--- config.mk ---
export PLATFORM = sky130hd
export DESIGN_NAME = weight_route_ctrl
export DESIGN_NICKNAME = d
export VERILOG_FILES = /design/src/rtl/wr_ctrl_pkg.sv /design/src/rtl/weight_route_ctrl.sv
export SDC_FILE = /design/constraint.sdc
export NUM_CORES = 1
export LEC_CHECK = 0
export CAP_MARGIN = 20
export CELL_PAD_IN_SITES_DETAIL_PLACEMENT = 1
export CELL_PAD_IN_SITES_GLOBAL_PLACEMENT = 1
export CORE_UTILIZATION = 37
export DETAILED_ROUTE_END_ITERATION = 8
export PLACE_DENSITY = 0.92
export SLEW_MARGIN = 30
export SYNTH_ARGS = -nofsm -noshare
export SYNTH_HDL_FRONTEND = slang
export SYNTH_SLANG_ARGS = --single-unit
--- constraint.sdc ---
create_clock -name i_clk -period 4.6 [get_ports i_clk]
set_input_delay 1.38 -clock i_clk [delete_from_list [all_inputs] [get_ports i_clk]]
set_output_delay 1.38 -clock i_clk [all_outputs]
set_load 0.02 [all_outputs]
--- src/rtl/wr_ctrl_pkg.sv ---
// Shared types and default widths for the weight-router sequencer.
package wr_ctrl_pkg;

  localparam int unsigned DefAddrWidth = 8;
  localparam int unsigned DefCntWidth  = 8;

  typedef enum logic [2:0] {
    StIdle   = 3'd0,
    StClear  = 3'd1,
    StLoad   = 3'd2,
    StStream = 3'd3,
    StReuse  = 3'd4,
    StNext   = 3'd5,
    StFin    = 3'd6
  } wr_state_e;

endpackage

--- src/rtl/weight_route_ctrl.sv ---
// Sequencer for one weight_router: walks the filter list, loads each filter's SRAM window,
// streams it to the PE array and replays it once per configured reuse pass.
module weight_route_ctrl
  import wr_ctrl_pkg::*;
#(
  parameter int unsigned ADDR_WIDTH = DefAddrWidth,
  parameter int unsigned CNT_WIDTH  = DefCntWidth
) (
  input  logic                  i_clk,
  input  logic                  i_rst,
  input  logic                  i_start,
  input  logic [ADDR_WIDTH-1:0] i_base_addr,
  input  logic [ADDR_WIDTH-1:0] i_filter_stride,
  input  logic [ADDR_WIDTH-1:0] i_addr_offset,
  input  logic [ADDR_WIDTH-1:0] i_route_size,
  input  logic [CNT_WIDTH-1:0]  i_num_filters,
  input  logic [CNT_WIDTH-1:0]  i_num_reuse,
  input  logic                  i_sink_ready,
  input  logic                  i_rtr_ready,
  input  logic                  i_rtr_done,
  output logic                  o_rtr_reg_clear,
  output logic                  o_rtr_en,
  output logic [ADDR_WIDTH-1:0] o_rtr_start_addr,
  output logic [ADDR_WIDTH-1:0] o_rtr_addr_offset,
  output logic [ADDR_WIDTH-1:0] o_rtr_route_size,
  output logic                  o_rtr_pop_en,
  output logic                  o_rtr_reuse_en,
  output logic                  o_busy,
  output logic                  o_done,
  output logic [CNT_WIDTH-1:0]  o_filter_idx,
  output logic [CNT_WIDTH-1:0]  o_reuse_idx
);

  wr_state_e state_q, state_d;

  // Latched job configuration.
  logic [ADDR_WIDTH-1:0] stride_q, stride_d;
  logic [ADDR_WIDTH-1:0] offset_q, offset_d;
  logic [ADDR_WIDTH-1:0] route_q, route_d;
  logic [CNT_WIDTH-1:0]  num_filters_q, num_filters_d;
  logic [CNT_WIDTH-1:0]  num_reuse_q, num_reuse_d;

  // Progress through the job.
  logic [CNT_WIDTH-1:0]  filter_idx_q, filter_idx_d;
  logic [CNT_WIDTH-1:0]  reuse_idx_q, reuse_idx_d;
  logic [ADDR_WIDTH-1:0] start_addr_q, start_addr_d;
  logic                  load_first_q, load_first_d;

  logic [CNT_WIDTH-1:0]  reuse_last;
  logic [CNT_WIDTH-1:0]  filter_next;

  // A reuse count of zero behaves like a single pass.
  assign reuse_last  = (num_reuse_q == '0) ? '0 : num_reuse_q - CNT_WIDTH'(1);
  assign filter_next = filter_idx_q + CNT_WIDTH'(1);

  always_ff @(posedge i_clk) begin
    if (i_rst) begin
      state_q       <= StIdle;
      stride_q      <= '0;
      offset_q      <= '0;
      route_q       <= '0;
      num_filters_q <= '0;
      num_reuse_q   <= '0;
      filter_idx_q  <= '0;
      reuse_idx_q   <= '0;
      start_addr_q  <= '0;
      load_first_q  <= 1'b0;
    end else begin
      state_q       <= state_d;
      stride_q      <= stride_d;
      offset_q      <= offset_d;
      route_q       <= route_d;
      num_filters_q <= num_filters_d;
      num_reuse_q   <= num_reuse_d;
      filter_idx_q  <= filter_idx_d;
      reuse_idx_q   <= reuse_idx_d;
      start_addr_q  <= start_addr_d;
      load_first_q  <= load_first_d;
    end
  end

  always_comb begin
    state_d       = state_q;
    stride_d      = stride_q;
    offset_d      = offset_q;
    route_d       = route_q;
    num_filters_d = num_filters_q;
    num_reuse_d   = num_reuse_q;
    filter_idx_d  = filter_idx_q;
    reuse_idx_d   = reuse_idx_q;
    start_addr_d  = start_addr_q;
    load_first_d  = 1'b0;

    unique case (state_q)
      StIdle: begin
        if (i_start) begin
          stride_d      = i_filter_stride;
          offset_d      = i_addr_offset;
          route_d       = i_route_size;
          num_filters_d = i_num_filters;
          num_reuse_d   = i_num_reuse;
          filter_idx_d  = '0;
          reuse_idx_d   = '0;
          start_addr_d  = i_base_addr;
          state_d       = (i_num_filters == '0) ? StFin : StClear;
        end
      end
      StClear: begin
        state_d      = StLoad;
        load_first_d = 1'b1;
      end
      StLoad: begin
        // Router status right after a clear still reflects the previous filter.
        if (!load_first_q && i_rtr_ready) begin
          state_d = StStream;
        end
      end
      StStream: begin
        if (i_rtr_done) begin
          state_d = (reuse_idx_q < reuse_last) ? StReuse : StNext;
        end
      end
      StReuse: begin
        reuse_idx_d = reuse_idx_q + CNT_WIDTH'(1);
        state_d     = StStream;
      end
      StNext: begin
        filter_idx_d = filter_next;
        reuse_idx_d  = '0;
        start_addr_d = start_addr_q + stride_q;
        state_d      = (filter_next == num_filters_q) ? StFin : StClear;
      end
      StFin: begin
        state_d = StIdle;
      end
      default: begin
        state_d = StIdle;
      end
    endcase
  end

  always_comb begin
    o_rtr_reg_clear = 1'b0;
    o_rtr_en        = 1'b0;
    o_rtr_pop_en    = 1'b0;
    o_rtr_reuse_en  = 1'b0;
    o_done          = 1'b0;

    unique case (state_q)
      StClear:  o_rtr_reg_clear = 1'b1;
      StLoad:   o_rtr_en        = 1'b1;
      // A finished pass must not pop, even if the sink is ready.
      StStream: o_rtr_pop_en    = i_sink_ready & ~i_rtr_done;
      StReuse:  o_rtr_reuse_en  = 1'b1;
      StFin:    o_done          = 1'b1;
      default:  ;
    endcase
  end

  assign o_busy            = (state_q != StIdle);
  assign o_rtr_start_addr  = start_addr_q;
  assign o_rtr_addr_offset = offset_q;
  assign o_rtr_route_size  = route_q;
  assign o_filter_idx      = filter_idx_q;
  assign o_reuse_idx       = reuse_idx_q;

endmodule

==> qor.log <==
qor: run_status.status complete, no violations
qor: worst_setup_path.r2r_slack 2.14 ns
qor: cells_and_area.final_design_area_no_fill 4790 um2
qor: drt.firstDrtPassIters 4
qor: worst_setup_path.critical_path_peak_fanout 1
qor: pwr.share_clk_of_total_power 27.0%
qor: pwr.worst_ir_drop_vdd 0.141 mV
qor: hold_path.timing.hold.worst_path_depth 2
qor: synth.synth_top_family_by_area simple AND/OR/NAND/NOR gates
qor: synth.synth.yosys.seq_area_share 37.9%
qor: die.die_width 101 um
qor: timing.period_needed 4.04 ns
qor: worst_setup_path.worst-setup-path-type primary input to output port
qor: clocking.worst_skew_pair.late_latency 0.35 ns
qor: worst_setup_path.cpMaxStageDelayCell sky130_fd_sc_hd__clkdlybuf4s50_1
qor: synth.syn-cell-area 3590 um2
qor: worst_setup_path.cp_slowest_stage_delay 0.62 ns
qor: global_route.global_route.overflow_total 0
qor: synth.synth-compound-area-share 19.6%
qor: pwr.power.density 340 nW/um2
qor: worst_setup_path.crit_path_cell_trace clkdlybuf4s50_1 -> nand2_1 -> nor3_1 -> clkdlybuf4s50_1
qor: timing.timing.fmax 0.248 GHz
qor: clocking.postCtsSetupRepairBufs 0
qor: synth.synth_enable_flop_cells 0
qor: synth.synth.top_cell.area_share 37.9%
qor: pwr.part_of_the_power_in_registers 42.7%
qor: synth.yosys_warnings 0
qor: worst_setup_path.ff2ff_path_depth 10
qor: synth.ys_async_rst_share 0%
qor: drt.post-route-drc-count 0
qor: synth.syn_nets 532
qor: synth.synth_cells 460
qor: hold_path.min_delay_path_class flop to flop
qor: die.die_h 101 um
qor: drt.detail-route-antenna-nets 0
qor: pwr.power.share.switching 34.0%
qor: cells_and_area.fill_cells 1151
qor: synth.syn_avg_cell_area 7.81 um2
qor: timing.rsz0062_at_grt false
qor: drt.totalWireLength 10900 um
qor: clocking.hold_buffers 0
qor: drt.routed_wire_length_per_instance 16.1 um
qor: die.floorplan.rows 35
qor: worst_setup_path.worstSetupStartpointType primary input
qor: clocking.cts.repair.resized 0
qor: timing.worst_hold_slack 0.459 ns
qor: synth.synth_cell_type_count 56
qor: synth.postSynthRegisterBits 68
qor: clocking.worst_setup_hold_path_clk_slew 0.07 ns
qor: worst_setup_path.rr_endpoint state_q[0]
qor: die.boundaryPins 100
qor: die.placeableCoreArea 9330 um2
qor: cells_and_area.area.growth.synth_to_final 33.5%
qor: pwr.cell_internal_power 1.08 mW
qor: job.cap_viol_max_count 0
qor: timing.clock_skew 0.0115 ns
qor: clocking.numCtsBuffers 9
qor: die.starting_density_of_the_core 38.5%
qor: drt.detailroute.via_count 3605
qor: timing.fin_tns_setup 0 ns
qor: synth.synthSimpleGateAreaFrac 25.1%
qor: global_route.number_of_antenna_violations_at_the_first_check_in_global_routing 0
qor: placement.gp_routability_congestion 0.837
qor: cells_and_area.n_antenna_cell 0
qor: synth.ys_top_cells_by_area sky130_fd_sc_hd__dfxtp_1 (38%), sky130_fd_sc_hd__nand2_1 (11%), sky130_fd_sc_hd__a21oi_1 (9.1%)
qor: global_route.grt_pass1_wl 17900 um
qor: placement.buffer_ports.inserted 99
qor: timing.maxSlewHeadroom 34.6%
qor: cells_and_area.finish.cell_count_without_fillers 676
qor: worst_setup_path.path_common_cell sky130_fd_sc_hd__clkdlybuf4s50_1
qor: timing.final_max_slew_viol_count 0
qor: pwr.p_sw 555 uW
qor: synth.yosys.area_share.xor_xnor 5.33%
qor: synth.synthAdderAreaFrac 6.48%
qor: worst_setup_path.crit-reg2reg-launch num_reuse_q[0]
qor: worst_setup_path.critPathRequiredTime 3.22 ns
qor: clocking.cts_tree built
qor: synth.mux_share_of_post_synthesis_cell_area 0.592%
qor: drt.initialDrtViolationCount 74
qor: clocking.cts.sink_count 68
qor: clocking.cts_root_buf sky130_fd_sc_hd__clkbuf_8
qor: drt.post_dr_vias_cell 5.33
qor: synth.cell_accounting_for_the_most_synthesized_area sky130_fd_sc_hd__dfxtp_1
qor: hold_path.hold_path_end o_rtr_addr_offset[2]
qor: synth.postSynth.topFlopCell sky130_fd_sc_hd__dfxtp_1
qor: die.fp.dieArea 10100 um2
qor: timing.ratio_of_final_minimum_period_to_clock_period 87.8%
qor: clocking.clock_tree.htree_level_count 3
qor: placement.dpl.hpwl 7930 um
qor: timing.max_slew.worst_pin.slew 0.978 ns
qor: timing.finalHoldViolCount 0
qor: worst_setup_path.crit_arrival 2.66 ns
qor: placement.numPlacedInstances 663
qor: placement.dpl_cell_area 4620 um2
qor: cells_and_area.nNetsFinal 617
qor: hold_path.min-delay-start o_rtr_addr_offset[2]
qor: clocking.clock_tree.buffer_depth 2
qor: timing.finalSetupViolCount 0
qor: global_route.gr-usage-all-layers 22.7%
qor: pwr.leakage 1.84 nW
qor: global_route.largest_net_degree_at_the_start_of_global_routing 34
qor: worst_setup_path.crit_path_end_kind output port
qor: global_route.via_count_of_the_first_global_routing_pass 3599
qor: cells_and_area.drive_gt1_share 5.85%
qor: pwr.comb_power_share 30.3%
registers in the layout, indices dropped and copies added (netlist names):
| register | count |
|---|---|
| load_first_q | 1 |
| num_filters_q | 8 |
| num_reuse_q | 8 |
| o_filter_idx | 8 |
| o_reuse_idx | 8 |
| o_rtr_addr_offset | 8 |
| o_rtr_route_size | 8 |
| o_rtr_start_addr | 8 |
| state_q | 3 |
| stride_q | 8 |
how the worst max path moves through the flow:
stage,depth (start not counted),to,startpoint
4_1_cts,4,o_rtr_pop_en,i_sink_ready
6_report,4,o_rtr_pop_en,i_sink_ready
2_1_floorplan,1,o_rtr_pop_en,i_rtr_done
5_1_grt,4,o_rtr_pop_en,i_sink_ready
3_3_place_gp,4,o_rtr_pop_en,i_sink_ready
3_5_place_dp,4,o_rtr_pop_en,i_sink_ready
synthesized netlist by cell type, drive strengths merged, types with 2 or more instances:
master / count
and2: 2
or4: 5
nand4: 3
xor2: 13
nand2b: 3
or2: 2
clkbuf: 19
inv: 10
a21oi: 65
a211oi: 5
nor2: 29
a31oi: 4
nor4b: 2
o21ai: 12
o21a: 3
a21o: 2
nor3: 11
nor3b: 2
xnor2: 8
nand2: 108
o31ai: 2
dfxtp: 68
a311oi: 3
nor2b: 4
o211ai: 4
buf: 9
ha: 17
and3: 9
o211a: 2
nor4: 2
nand3: 10
nand3b: 2
o2111ai: 2
a2111oi: 2
or3: 3
metal layers:
metal / routed length [um] / up-vias / track usage [%] / share of wire [%]
met4: 185 / 0 / 7.69 / 1.7
li1: - / 1771 / - / -
met3: 409 / 18 / 4.30 / 3.8
met1: 4910 / 1743 / 28.2 / 45
met2: 5360 / 73 / 39.4 / 49
met5: 0 / - / 0 / 0
cells by family (layout without fill, tap and decap cells):
group	after synthesis	after routing
AND/OR/NAND/NOR	199	199
AO/OA/AOI/OAI	114	114
flip-flops	68	68
buffers and inverters	38	125
XOR/XNOR	21	21
adder cells (fa/ha/maj)	18	18
multiplexers	2	2
critical path: cells and delay by family:
kind,cells,cell delay [ns]
simple gates,2,0.20
buf+inv,2,1.08
stage by stage:
stage	utilization, %	total power [mW]	setup slack [ns]
final	51.4	1.63	0.561
after CTS	51.3	1.64	0.555
after floorplan	-	1.01	1.34
after global routing	51.4	1.73	0.489
after detailed placement	49.5	1.20	0.566
after global placement	49.5	1.17	0.571
final cells by class:
class                   instances  area (um2)  share of cell area, %
well taps                     129         161                   3.37
clock inverters                 2        12.5                  0.261
clock buffers                  11         151                   3.16
inverters                      10        37.5                  0.783
multi-input cells             354        2060                   43.0
repair buffers                102        1010                   21.0
flip-flops and latches         68        1360                   28.4
power groups by stage:
stage	Clock [mW]	Sequential (mW)	Combinational (mW)
2_1_floorplan	0	0.720	0.291
6_report	0.441	0.697	0.494
3_5_place_dp	0	0.709	0.491
4_1_cts	0.448	0.696	0.497
5_1_grt	0.476	0.705	0.547
3_3_place_gp	0	0.703	0.468
cells in the final DEF (no fill, tap or decap), drive strengths merged, types with 8 or more instances in the layout:
| cell type | synthesis | layout |
|---|---|---|
| nor2 | 29 | 29 |
| and3 | 9 | 9 |
| clkbuf | 19 | 11 |
| ha | 17 | 17 |
| nand3 | 10 | 10 |
| a21oi | 65 | 65 |
| xor2 | 13 | 13 |
| dfxtp | 68 | 68 |
| nand2 | 108 | 108 |
| inv | 10 | 10 |
| clkdlybuf4s50 | 0 | 98 |
| nor3 | 11 | 11 |
| xnor2 | 8 | 8 |
| o21ai | 12 | 12 |
No activity file was read; power rests on OpenSTA's default activity.
